==> config.mk <==
export PLATFORM = sky130hd
export DESIGN_NAME = axis_eth_hdr_tagger
export DESIGN_NICKNAME = d
export VERILOG_FILES = /design/src/rtl/axis_hdr_pkg.sv /design/src/rtl/eth_hdr_decode.sv /design/src/rtl/axis_eth_hdr_tagger.sv
export SDC_FILE = /design/constraint.sdc
export NUM_CORES = 1
export LEC_CHECK = 0
export CAP_MARGIN = 15
export CORE_MARGIN = 4
export CORE_UTILIZATION = 45
export CTS_CLUSTER_SIZE = 30
export DETAILED_ROUTE_END_ITERATION = 10
export HOLD_SLACK_MARGIN = 0.15
export PLACE_DENSITY = 0.68
export SLEW_MARGIN = 20
export SYNTH_ARGS = -nofsm -noshare
export SYNTH_HDL_FRONTEND = slang
export SYNTH_HIERARCHICAL = 1
export SYNTH_SLANG_ARGS = --single-unit
==> constraint.sdc <==
create_clock -name aclk -period 11.1 [get_ports aclk]
set_input_delay 2.22 -clock aclk [delete_from_list [all_inputs] [get_ports aclk]]
set_output_delay 2.22 -clock aclk [all_outputs]
set_load 0.03 [all_outputs]
==> src/rtl/axis_hdr_pkg.sv <==
// Shared types and constants for the Ethernet L2 header tagger.
//   state_e    : tagger control FSM states
//   eth_hdr_t  : tuser layout {flags, etype, src_mac, dst_mac}, 128 bits
//   FLAG_*     : bit positions inside eth_hdr_t.flags
//   count_bytes: number of set byte enables in a 16-byte header window
package axis_hdr_pkg;

  typedef enum logic [1:0] {
    IDLE   = 2'd0,
    HDR    = 2'd1,
    STREAM = 2'd2,
    FLUSH  = 2'd3
  } state_e;

  typedef struct packed {
    logic [15:0] flags;
    logic [15:0] etype;
    logic [47:0] src_mac;
    logic [47:0] dst_mac;
  } eth_hdr_t;

  localparam int          FLAG_RUNT     = 0;
  localparam int          FLAG_VLAN     = 1;
  localparam int          FLAG_BCAST    = 2;
  localparam int          FLAG_MCAST    = 3;
  localparam logic [15:0] ETYPE_VLAN    = 16'h8100;
  localparam int          MIN_HDR_BYTES = 14;

  function automatic int count_bytes(input logic [15:0] bv);
    return $countones(bv);
  endfunction

endpackage

==> src/rtl/eth_hdr_decode.sv <==
// Combinational Ethernet L2 header decoder.
//   i_beat0/i_keep0 : first beat of the packet and its byte enables
//   i_beat1/i_keep1 : second beat and its byte enables
//   i_beat1_vld     : second beat belongs to the packet (beat0 was not tlast)
//   o_hdr           : decoded {flags, etype, src_mac, dst_mac}
// Bytes that are not enabled decode as zero, so a runt header yields zeroed
// fields for the bytes it never carried.
module eth_hdr_decode
  import axis_hdr_pkg::*;
(
  input  logic [63:0] i_beat0,
  input  logic [7:0]  i_keep0,
  input  logic [63:0] i_beat1,
  input  logic [7:0]  i_keep1,
  input  logic        i_beat1_vld,
  output eth_hdr_t    o_hdr
);

  logic [15:0]      w_bv;
  logic [15:0][7:0] w_byte;
  logic             w_bcast;
  eth_hdr_t         w_hdr;

  assign w_bv = {(i_beat1_vld ? i_keep1 : 8'h00), i_keep0};

  for (genvar g = 0; g < 8; g++) begin : g_byte
    assign w_byte[g]     = w_bv[g]     ? i_beat0[8*g +: 8] : 8'h00;
    assign w_byte[g + 8] = w_bv[g + 8] ? i_beat1[8*g +: 8] : 8'h00;
  end

  always_comb begin
    w_hdr         = '0;
    w_hdr.dst_mac = {w_byte[0], w_byte[1], w_byte[2], w_byte[3], w_byte[4], w_byte[5]};
    w_hdr.src_mac = {w_byte[6], w_byte[7], w_byte[8], w_byte[9], w_byte[10], w_byte[11]};
    w_hdr.etype   = {w_byte[12], w_byte[13]};
    w_bcast       = (w_hdr.dst_mac == 48'hFFFF_FFFF_FFFF);
    w_hdr.flags[FLAG_RUNT]  = (count_bytes(w_bv) < MIN_HDR_BYTES);
    w_hdr.flags[FLAG_VLAN]  = (w_hdr.etype == ETYPE_VLAN);
    w_hdr.flags[FLAG_BCAST] = w_bcast;
    // Broadcast is reported only as bcast; mcast marks group addresses other
    // than all-ones so downstream stages see exactly one address class.
    w_hdr.flags[FLAG_MCAST] = w_byte[0][0] & ~w_bcast;
  end

  assign o_hdr = w_hdr;

endmodule

==> src/rtl/axis_eth_hdr_tagger.sv <==
// AXI-Stream Ethernet L2 header tagger. Passes packets through unmodified and
// attaches the decoded header plus classification flags on m_axis_tuser,
// constant for every beat of the packet. One beat is buffered (H) so the
// header, which spans beats 0-1, is known before the first beat leaves (O).
// Ports:
//   aclk, areset                  : clock, synchronous active-high reset
//   s_axis_t{data,keep,valid,last}: ingress stream, s_axis_tready combinational
//   m_axis_t{data,keep,valid,last,user}: egress stream, all registered
//   m_axis_tready                 : egress ready
// Optional (`AXIS_HDR_STATS_EN): stat_pkt_cnt (32b), stat_runt_cnt (16b)
// counting egress tlast handshakes, all / runt only, wrapping.
module axis_eth_hdr_tagger
  import axis_hdr_pkg::*;
#(
  parameter int DATA_WIDTH = 64,
  parameter int USER_WIDTH = 128
) (
  input  logic                    aclk,
  input  logic                    areset,
  input  logic [DATA_WIDTH-1:0]   s_axis_tdata,
  input  logic [DATA_WIDTH/8-1:0] s_axis_tkeep,
  input  logic                    s_axis_tvalid,
  input  logic                    s_axis_tlast,
  output logic                    s_axis_tready,
  output logic [DATA_WIDTH-1:0]   m_axis_tdata,
  output logic [DATA_WIDTH/8-1:0] m_axis_tkeep,
  output logic                    m_axis_tvalid,
  output logic                    m_axis_tlast,
  output logic [USER_WIDTH-1:0]   m_axis_tuser,
  input  logic                    m_axis_tready
`ifdef AXIS_HDR_STATS_EN
  ,
  output logic [31:0]             stat_pkt_cnt,
  output logic [15:0]             stat_runt_cnt
`endif
);

  if (DATA_WIDTH != 64) begin : g_bad_data_width
    $error("axis_eth_hdr_tagger: DATA_WIDTH must be 64");
  end
  if (USER_WIDTH != 128) begin : g_bad_user_width
    $error("axis_eth_hdr_tagger: USER_WIDTH must be 128");
  end

  state_e                  r_state;
  state_e                  w_next_state;
  logic                    w_adv;
  logic                    w_s_ready;
  logic                    w_s_fire;
  logic                    w_o_load;
  logic                    w_o_user_dec;
  logic                    w_hdr_we;

  logic [DATA_WIDTH-1:0]   r_h_data;
  logic [DATA_WIDTH/8-1:0] r_h_keep;
  logic                    r_h_last;
  eth_hdr_t                r_hdr;

  logic [DATA_WIDTH-1:0]   r_o_data;
  logic [DATA_WIDTH/8-1:0] r_o_keep;
  logic                    r_o_last;
  logic                    r_o_valid;
  eth_hdr_t                r_o_user;

  logic [63:0]             w_dec_beat0;
  logic [7:0]              w_dec_keep0;
  eth_hdr_t                w_dec_hdr;

  // O may take a new beat when it is empty or its current beat leaves now.
  assign w_adv    = !r_o_valid || m_axis_tready;
  assign w_s_fire = s_axis_tvalid && w_s_ready;

  // In IDLE only a 1-beat packet needs decoding, straight from the ingress
  // beat; in HDR beat0 sits in H and beat1 is on the ingress port.
  assign w_dec_beat0 = (r_state == IDLE) ? s_axis_tdata : r_h_data;
  assign w_dec_keep0 = (r_state == IDLE) ? s_axis_tkeep : r_h_keep;

  eth_hdr_decode u_dec (
    .i_beat0     (w_dec_beat0),
    .i_keep0     (w_dec_keep0),
    .i_beat1     (s_axis_tdata),
    .i_keep1     (s_axis_tkeep),
    .i_beat1_vld (r_state == HDR),
    .o_hdr       (w_dec_hdr)
  );

  always_ff @(posedge aclk) begin
    if (areset) begin
      r_state <= IDLE;
    end else begin
      r_state <= w_next_state;
    end
  end

  always_comb begin
    w_next_state = r_state;
    w_s_ready    = 1'b0;
    w_o_load     = 1'b0;
    w_o_user_dec = 1'b0;
    w_hdr_we     = 1'b0;
    unique case (r_state)
      IDLE: begin
        w_s_ready = 1'b1;
        if (s_axis_tvalid) begin
          w_hdr_we     = s_axis_tlast;
          w_next_state = s_axis_tlast ? FLUSH : HDR;
        end
      end
      HDR: begin
        w_s_ready = w_adv;
        if (s_axis_tvalid && w_adv) begin
          w_o_load     = 1'b1;
          w_o_user_dec = 1'b1;
          w_hdr_we     = 1'b1;
          w_next_state = s_axis_tlast ? FLUSH : STREAM;
        end
      end
      STREAM: begin
        w_s_ready = w_adv;
        if (s_axis_tvalid && w_adv) begin
          w_o_load     = 1'b1;
          w_next_state = s_axis_tlast ? FLUSH : STREAM;
        end
      end
      FLUSH: begin
        if (w_adv) begin
          w_o_load     = 1'b1;
          w_next_state = IDLE;
        end
      end
      default: w_next_state = IDLE;
    endcase
  end

  // H: one-beat holding register; O: egress register driving m_axis_*.
  always_ff @(posedge aclk) begin
    if (areset) begin
      r_h_data  <= '0;
      r_h_keep  <= '0;
      r_h_last  <= 1'b0;
      r_hdr     <= '0;
      r_o_data  <= '0;
      r_o_keep  <= '0;
      r_o_last  <= 1'b0;
      r_o_user  <= '0;
      r_o_valid <= 1'b0;
    end else begin
      if (w_s_fire) begin
        r_h_data <= s_axis_tdata;
        r_h_keep <= s_axis_tkeep;
        r_h_last <= s_axis_tlast;
      end
      if (w_hdr_we) begin
        r_hdr <= w_dec_hdr;
      end
      if (w_o_load) begin
        r_o_data  <= r_h_data;
        r_o_keep  <= r_h_keep;
        r_o_last  <= r_h_last;
        r_o_user  <= w_o_user_dec ? w_dec_hdr : r_hdr;
        r_o_valid <= 1'b1;
      end else if (m_axis_tready) begin
        r_o_valid <= 1'b0;
      end
    end
  end

  assign s_axis_tready = w_s_ready;
  assign m_axis_tdata  = r_o_data;
  assign m_axis_tkeep  = r_o_keep;
  assign m_axis_tlast  = r_o_last;
  assign m_axis_tvalid = r_o_valid;
  assign m_axis_tuser  = r_o_user;

`ifdef AXIS_HDR_STATS_EN
  logic [31:0] r_pkt_cnt;
  logic [15:0] r_runt_cnt;

  always_ff @(posedge aclk) begin
    if (areset) begin
      r_pkt_cnt  <= '0;
      r_runt_cnt <= '0;
    end else if (r_o_valid && m_axis_tready && r_o_last) begin
      r_pkt_cnt <= r_pkt_cnt + 32'd1;
      if (r_o_user.flags[FLAG_RUNT]) begin
        r_runt_cnt <= r_runt_cnt + 16'd1;
      end
    end
  end

  assign stat_pkt_cnt  = r_pkt_cnt;
  assign stat_runt_cnt = r_runt_cnt;
`endif

endmodule

==> impl_summary.md, run 1 <==
Hold path
Counting instances, the worst hold path has a depth of 2. The capture endpoint of the worst hold path is m_axis_tdata[56]. The worst min-delay path category is register to register. The worst hold path begins at m_axis_tdata[56].

Global routing
The total global-route track usage is 0.231. The number of antenna violations at the first check in global routing is 0. The number of global-route vias before repair is 15500. Entering global routing, the biggest net connects around 270 pins. The total overflow left after global routing is 0.

The global-route wire length before repair is 88.8 mm.

Pwr
The share of total power dissipated in the clock network is 0.232. The worst-case IR drop observed on VDD is 0.128 mV. After layout, the design draws a total of 6.65 mW. Of the total power, the share spent switching nets is 0.410.

The proportion of power drawn by combinational gates is 0.469. For this design the static power due to leakage is about 8.4 nW. The portion of total power attributed to sequential cells is 0.299.

The analysis attributes to net switching a power of about 2.7 mW. The total internal power is 3.92 mW. In this run the power density over the cells is 275 nW/um^2.

Die
The I/O pin count is 280. In this run the standard cell core region covers 43300 um^2. For this configuration, the core starts out at a cell density of 0.458. The count of standard-cell rows is 76. Measured along the y axis, the die boundary spans 218 um. The die width is 218 um.

The die area is 47500 um^2.

Critical path
The worst register-to-register path ends at m_axis_tuser[112]. Data arrives at the worst endpoint at 7330 ps. The kind of end point of the critical path is a register. The worst-path maximum fanout is 11. The maximum single-stage delay on the critical path is 690 ps. Across all register-to-register paths, the minimum setup slack is 4800 ps. Together, buffers and inverters on the worst path number 4. The most critical setup path has its startpoint at s_axis_tkeep[3].

The most numerous cell type found on the critical path is fa_1. The number of cells traversed by the worst register-to-register path is 19. The type of element launching the critical path is an input port. STA puts the critical path data required time at approximately 12000 ps. The worst setup path is of the input port to register kind. The startpoint identified for the worst register-to-register timing path is r_state[0]. For this design, the slowest cell found on the critical path is clkdlybuf4s50_1. The gate family responsible for the most delay along the worst path is adder cells. Walking the worst path, the cells encountered are clkdlybuf4s50_1 -> mux2_2 -> inv_1 -> fa_1 -> fa_1 -> inv_1 -> fa_1 -> inv_1 -> fa_1 -> and2b_2 -> fa_1 -> xor2_1 -> a22o_1 -> a22o_1 -> a31oi_1 -> nand2_1 -> a211oi_1.

STA
The max-slew violation count is 0. The post-route setup TNS is 0 ps. The final count of negative-setup-slack endpoints is 0. For the pin with the worst max-slew slack, the measured transition is 1060 ps. The number of hold violations in the final report came to 0. The relative slew slack is 0.291.

Between clock sinks in the finished design, the worst skew comes to about 13 ps. The worst path in the final design needs a cycle of 6860 ps, including I/O delays and setup. In the finished design, the share of the clock period the worst path needs comes to 0.618. For this run, the top clock speed supported by timing is 0.146 GHz.

Setup repair after global routing left no endpoint under its margin.

Synth
The share of the Yosys chip area taken by registers is 0.409. In this run the cell area of the synthesized design comes to 19800 um^2. The number of distinct library cell variants in the gate-level netlist after synthesis is 41. The synthesis-stage register bit count is 405. The synthesized area per cell is between 8 and 9 um^2.

For this run, the number of Yosys warnings is 6. The number of instances in the synthesized netlist is 2217.

Drt
After detailed routing, the total wire length is around 57 mm. The routed length per instance is roughly 19 um. The first-pass iteration count of the detailed router is 8.

The residual antenna-violating net count after detailed routing is 0. The starting DRC count in detailed routing is 1206. After detailed routing, the number of remaining DRC violations is 0. The vias per cell is roughly 5.3. The final route contains approximately 16000 vias.

Clock tree
The total CTS buffers is 46. The TritonCTS clock tree is built. The clock net sink count is 405.

Clock latency on the worst-skew pair, taken at its later pin, is around 570 ps. After clock tree synthesis, the clock-pin slew on the worst setup and hold paths is around 60 ps. The library cell used as clock root buffer is clkbuf_16. The number of levels in the clock H-tree is 2. The post-cts hold buffer count is 0. The post-cts gate resize count is 0. The number of post-CTS setup repair buffers is 0. The maximum clock path buffer count is 3.

Final layout
At the end of the flow, the number of nets in the layout was 2480. The number of antenna cells inserted is 0. The proportion of layout cells with a drive suffix above 1 is 0.120. From synthesis to final layout, the design area changed by 21.9%.

Placement
At the end of routability-driven placement, the weighted congestion stood at 0.798. The count of buffers added on input and output ports is 279. Detailed placement ended at an HPWL of 36.5 mm.

Outcome
The flow ran to the end, and the final reports show no timing, DRC or antenna violations.

Job
Max-cap violations in this run came to 0.
[how the worst max path moves through the flow]
stage,end,slack [ps],cells past startpoint
floorplan,m_axis_tuser[112],4750,16
global placement,m_axis_tuser[112],3860,17
detailed placement,m_axis_tuser[112],3730,17
CTS,m_axis_tuser[112],4300,17
global route,m_axis_tuser[112],4060,17
finish,m_axis_tuser[112],4240,17
[cell families (layout without fill, tap and decap cells)]
logic type,after synthesis,after routing,share of synthesized area
xor gates and xnor gates,1,1,0.000442
AOI/OAI and AO/OA,344,344,0.125
buffers and inverters,209,399,0.0531
other,1,12,0.000189
and+or+nand+nor,964,964,0.254
muxes,274,274,0.143
adders and majority gates,19,19,0.0158
DFF,405,405,0.409
[state kept, by name (all words and copies together), names as in the netlist]
register and cells:
r_h_last 1, r_hdr 128, m_axis_tdata 64, m_axis_tuser 128
m_axis_tvalid 1, r_state 2, r_h_keep 8, r_h_data 64
m_axis_tlast 1, m_axis_tkeep 8
[power groups by stage]
stage | sequential, mW | clock [mW] | combinational, mW
6_report | 1.99 | 1.54 | 3.12
5_1_grt | 2.02 | 1.64 | 3.37
4_1_cts | 1.98 | 1.58 | 3.13
3_5_place_dp | 2.01 | 0 | 3.11
3_3_place_gp | 2.01 | 0 | 3.05
2_1_floorplan | 2.31 | 0 | 1.84
[synth_stat cells (all sizes together)]
| library cell | number | share of area |
|---|---|---|
| dfxtp | 405 | 0.41 |
| nand2b | 403 | 0.13 |
| nand2 | 279 | 0.053 |
| a21oi | 208 | 0.073 |
| mux2i | 201 | 0.10 |
| nor2 | 133 | 0.025 |
| a211oi | 130 | 0.049 |
| buf | 106 | 0.034 |
| clkbuf | 83 | 0.016 |
| mux2 | 73 | 0.041 |
| and2 | 68 | 0.022 |
| and3 | 50 | 0.016 |
| inv | 20 | 0.0038 |
| nand4 | 12 | 0.0038 |
| fa | 10 | 0.010 |
| ha | 9 | 0.0057 |
| nor4 | 5 | 0.0016 |
| nor2b | 4 | 0.0014 |
| a22o | 2 | 0.00088 |
| nand3 | 2 | 0.00050 |
| nor3 | 2 | 0.00076 |
| a21o | 1 | 0.00038 |
| a22oi | 1 | 0.00038 |
| a31oi | 1 | 0.00032 |
| and2b | 1 | 0.00044 |
| and4 | 1 | 0.00044 |
| conb | 1 | 0.00019 |
| nor3b | 1 | 0.00038 |
| nor4b | 1 | 0.00044 |
| o22ai | 1 | 0.00032 |
| or2 | 1 | 0.00032 |
| or3 | 1 | 0.00032 |
| xor2 | 1 | 0.00044 |
[worst register-to-register path, delay by kind of cell (launching register included)]
family,cells,cell delay (ps)
XOR/XNOR,1,180
AO/OA/AOI/OAI,4,810
multiplexers,1,560
flip-flops,1,350
AND/OR/NAND/NOR,2,320
buffers and inverters,5,1030
adder cells (fa/ha/maj),6,2940
[per-layer routing]
metal | GRT usage | part of all wire
met4 | 0.0668 | 0.027
met1 | 0.328 | 0.47
met5 | 0 | 0
met2 | 0.361 | 0.45
met3 | 0.0428 | 0.055
[through the flow]
step | cell area (um^2) | hold slack (ps) | util | worst slack, ps | instances
2_1_floorplan | 19900 | 432 | - | 4750 | 2228
3_3_place_gp | 22600 | 441 | 0.523 | 3860 | 2921
3_5_place_dp | 22600 | 446 | 0.523 | 3730 | 2921
4_1_cts | 24200 | 454 | 0.558 | 4300 | 3003
5_1_grt | 24200 | 470 | 0.558 | 4060 | 3003
6_report | 24200 | 451 | 0.558 | 4240 | 3003
[area by class of cell]
cell class              instances  area [um^2]
well taps                     585          732
clock inverters                 7         91.3
clock buffers                  75         1440
fillers                      3897        19100
repair buffers                297         2950
multi-input cells            1614        10800
flip-flops and latches        405         8110
inverters                      20         75.1
[cells in the final DEF, fill, tap and decap left out, drive strengths merged, types with 4 or more instances in the layout]
cell type / instances
nand2b: 403
nor2: 133
clkbuf: 75
conb: 12
ha: 9
nand4: 12
a21oi: 208
buf: 19
clkdlybuf4s50: 278
nor4: 5
and3: 50
clkinv: 4
mux2: 73
nand2: 279
inv: 20
nor2b: 4
mux2i: 201
and2: 68
dfxtp: 405
a211oi: 130
fa: 10
No activity file was read; power rests on OpenSTA's default activity.
==> inputs of run 2 (changes only) <==
==> constraint.sdc (replaced) <==
create_clock -name aclk -period 6.6 [get_ports aclk]
set_input_delay 1.32 -clock aclk [delete_from_list [all_inputs] [get_ports aclk]]
set_output_delay 1.32 -clock aclk [all_outputs]
set_load 0.03 [all_outputs]
==> run 2 against run 1 <==
Die area did not move. Flip-flop and latch count did not move. Register-to-register slack got worse by 3700 ps. Combinational power rose by 68%. Clock power rose by 69%. First-iteration DRC count rose by 6.0%. Utilization rose by 0.22 points. Sequential power rose by 68%. Setup slack got worse by 3400 ps. Clock skew rose by 9.5 ps. Global-route usage rose by 0.28 points. Largest cell class unchanged. Highest routed layer is now met5.
==> impl_summary.md, run 2 (same netlist as run 1, synthesis figures left out) <==
Outcome
The run finished with clean final reports.

Critical path
The worst-path maximum fanout is 11. Counting stages on the worst path, the most repeated cell is fa_1. STA classifies the critical path startpoint as an input port.

The worst setup path is captured at a register. The maximum single-stage delay on the critical path is 710 ps. STA puts the critical path data required time at 7080 ps. The critical path goes through clkdlybuf4s50_1 -> mux2_2 -> inv_1 -> fa_1 -> fa_1 -> inv_1 -> fa_1 -> inv_1 -> fa_1 -> and2b_2 -> fa_1 -> xor2_1 -> a22o_1 -> a22o_1 -> a31oi_1 -> nand2_1 -> a211oi_1. The class of the most critical setup path is input port to register. The cell with the largest stage delay on the worst path is clkdlybuf4s50_1. Data arrives at the worst endpoint at 6280 ps. The worst register-to-register path has a setup slack of approximately 1100 ps.

STA
Setup slack closes at around 800 ps. The achievable frequency is 0.173 GHz. The final count of negative-setup-slack endpoints is 0. Setup repair after global routing left no endpoint under its margin. The relative slew slack is 0.273. The post-route setup TNS is 0 ps. At the pin with the least slew margin, the transition time is 1090 ps. The largest clock skew in the final design is 23.0 ps. Subtracting the final worst setup slack from the clock period gives ~5800 ps. The number of hold violations in the final report is 0. The max-slew violation count came to 0. The share of the clock period used by the worst path after layout is 0.878.

Global routing
Across every metal layer, demand over resource in global routing totals 0.234. The largest net degree at the start of global routing is 224. The global-route wire length before repair is 89.8 mm. The total grt overflow is 0. The number of antenna violations at the first check in global routing is 2. The number of global-route vias before repair is 15700.

Clock tree
The post-cts gate resize count is 0. Counting along the longest clock path gives a buffer depth of 3. The number of post-CTS setup repair buffers is 0. The total CTS buffers is 46. The H-tree was split into 2 levels. Buffers inserted to repair hold after CTS numbered 0. The clock net in this run drives a total of 405 sinks. The later-pin clock latency in the skew report is 570 ps. Clock-pin slew was measured on the worst setup and hold paths at ~60 ps.

TritonCTS built the clock tree. In this run the clock root is driven by a clkbuf_16.

Final layout
Of the cells placed in the final design, the portion with a size suffix greater than 1 is 0.125. For this run, the post-layout net count is 2490. The number of antenna cells inserted is 0. From synthesis to final layout, the design area changed by 22.4%. The register cell area after layout is between 8000 and 9000 um^2. Leaving out fill and tap cells, the most frequent cell in the layout is dfxtp_1. The total area of multi-input combinational cells is 10800 um^2.

The filler cell count is around 3900. In the layout the commonest cells are 405 x dfxtp_1, 402 x nand2b_1, 279 x nand2_1.

Pwr
The peak supply drop is 0.286 mV. The total power per unit cell area is 462 nW/um^2. The static leakage is 8.48 nW.

Job
The tool flagged a number of max-cap violations equal to 0.

Placement
Port buffering added 279 buffers. The detailed placement HPWL is approximately 37 mm. Routability-driven placement finished with a final weighted congestion of 0.841.

Before CTS, the worst setup slack after placement is between 200 and 250 ps.

Drt
The routed length per instance is 19.1 um. The total vias in the final route is 16100. Before antenna repair, the detailed router went through 5 iterations.

Dividing the detail-routed via count by the number of cells gives 5.34. The starting DRC count in detailed routing is 1278. For this block, the routed nets add up to 57.6 mm of wire. After detailed routing, the number of remaining DRC violations is 0.

The residual antenna-violating net count after detailed routing is 0.

Die
The core area is 43300 um^2. The floorplan step set the die height to 218 um. The count of standard-cell rows is 76. The initial utilization of the core area, before any placement, comes to 0.458. The die is around 220 um wide. The floorplan step defined a die boundary enclosing 47500 um^2. The I/O pin count is 280.

Hold path
The worst min-delay path category is register to register.
==> run 2: changes by cell type in the layout (fill, tap and decap cells not counted) <==
cell        delta
clkinv_4       -1
clkbuf_16      -2
buf_4          +9
bufinv_16      +1
clkbuf_8       +2
buf_12         +2
clkinvlp_4     -1
clkinv_2       +3
inv_6          +1
clkbuf_1       -4
buf_6          -1
==> run 2: final timing paths <==
path                                  startpoint  cells after the start                 to
worst max register to register        r_state[0]                     18  m_axis_tuser[112]
worst min register to register  m_axis_tdata[54]                      2   m_axis_tdata[54]
worst min-delay path            m_axis_tdata[54]                      2   m_axis_tdata[54]
worst max-delay path             s_axis_tkeep[1]                     17  m_axis_tuser[112]
==> run 2: power by group <==
part | internal [mW] | total [mW] | leakage (nW) | switching, mW
clock network | 1.58 | 2.61 | 0.762 | 1.04
logic | 2.08 | 5.24 | 4.43 | 3.16
registers | 2.96 | 3.35 | 3.29 | 0.389
==> run 2: final cells by class <==
| type | instances | area share |
|---|---|---|
| tap | 585 | 0.0302 |
| timing repair buffer | 307 | 0.126 |
| inverter | 20 | 0.00310 |
| multi-input combinational | 1614 | 0.444 |
| sequential | 405 | 0.334 |
| clock inverter | 10 | 0.00531 |
| clock buffer | 71 | 0.0580 |
==> run 2: critical path, delay by kind of cell <==
kind / cells / cell delay [ps]
AO/OA/AOI/OAI: 4 / 750
multiplexers: 1 / 350
buffers and inverters: 4 / 890
adder cells (fa/ha/maj): 5 / 2470
XOR/XNOR: 1 / 170
AND/OR/NAND/NOR: 2 / 310
==> run 2: routing by layer <==
metal / track usage / vias up / share of wire
li1: - / 7726 / -
met1: 0.327 / 7847 / 0.46
met2: 0.370 / 420 / 0.45
met3: 0.0415 / 93 / 0.056
met4: 0.0735 / 4 / 0.028
met5: 0 / - / 0.00047
==> run 2: metrics by stage <==
stage	util	hold slack [ps]	total power, mW	cell area, um^2	std cells
2_1_floorplan	-	432	6.98	19900	2228
3_3_place_gp	0.525	441	8.54	22700	2931
3_5_place_dp	0.525	448	8.64	22700	2931
4_1_cts	0.561	456	11.3	24300	3012
5_1_grt	0.561	474	11.9	24300	3012
6_report	0.561	451	11.2	24300	3012
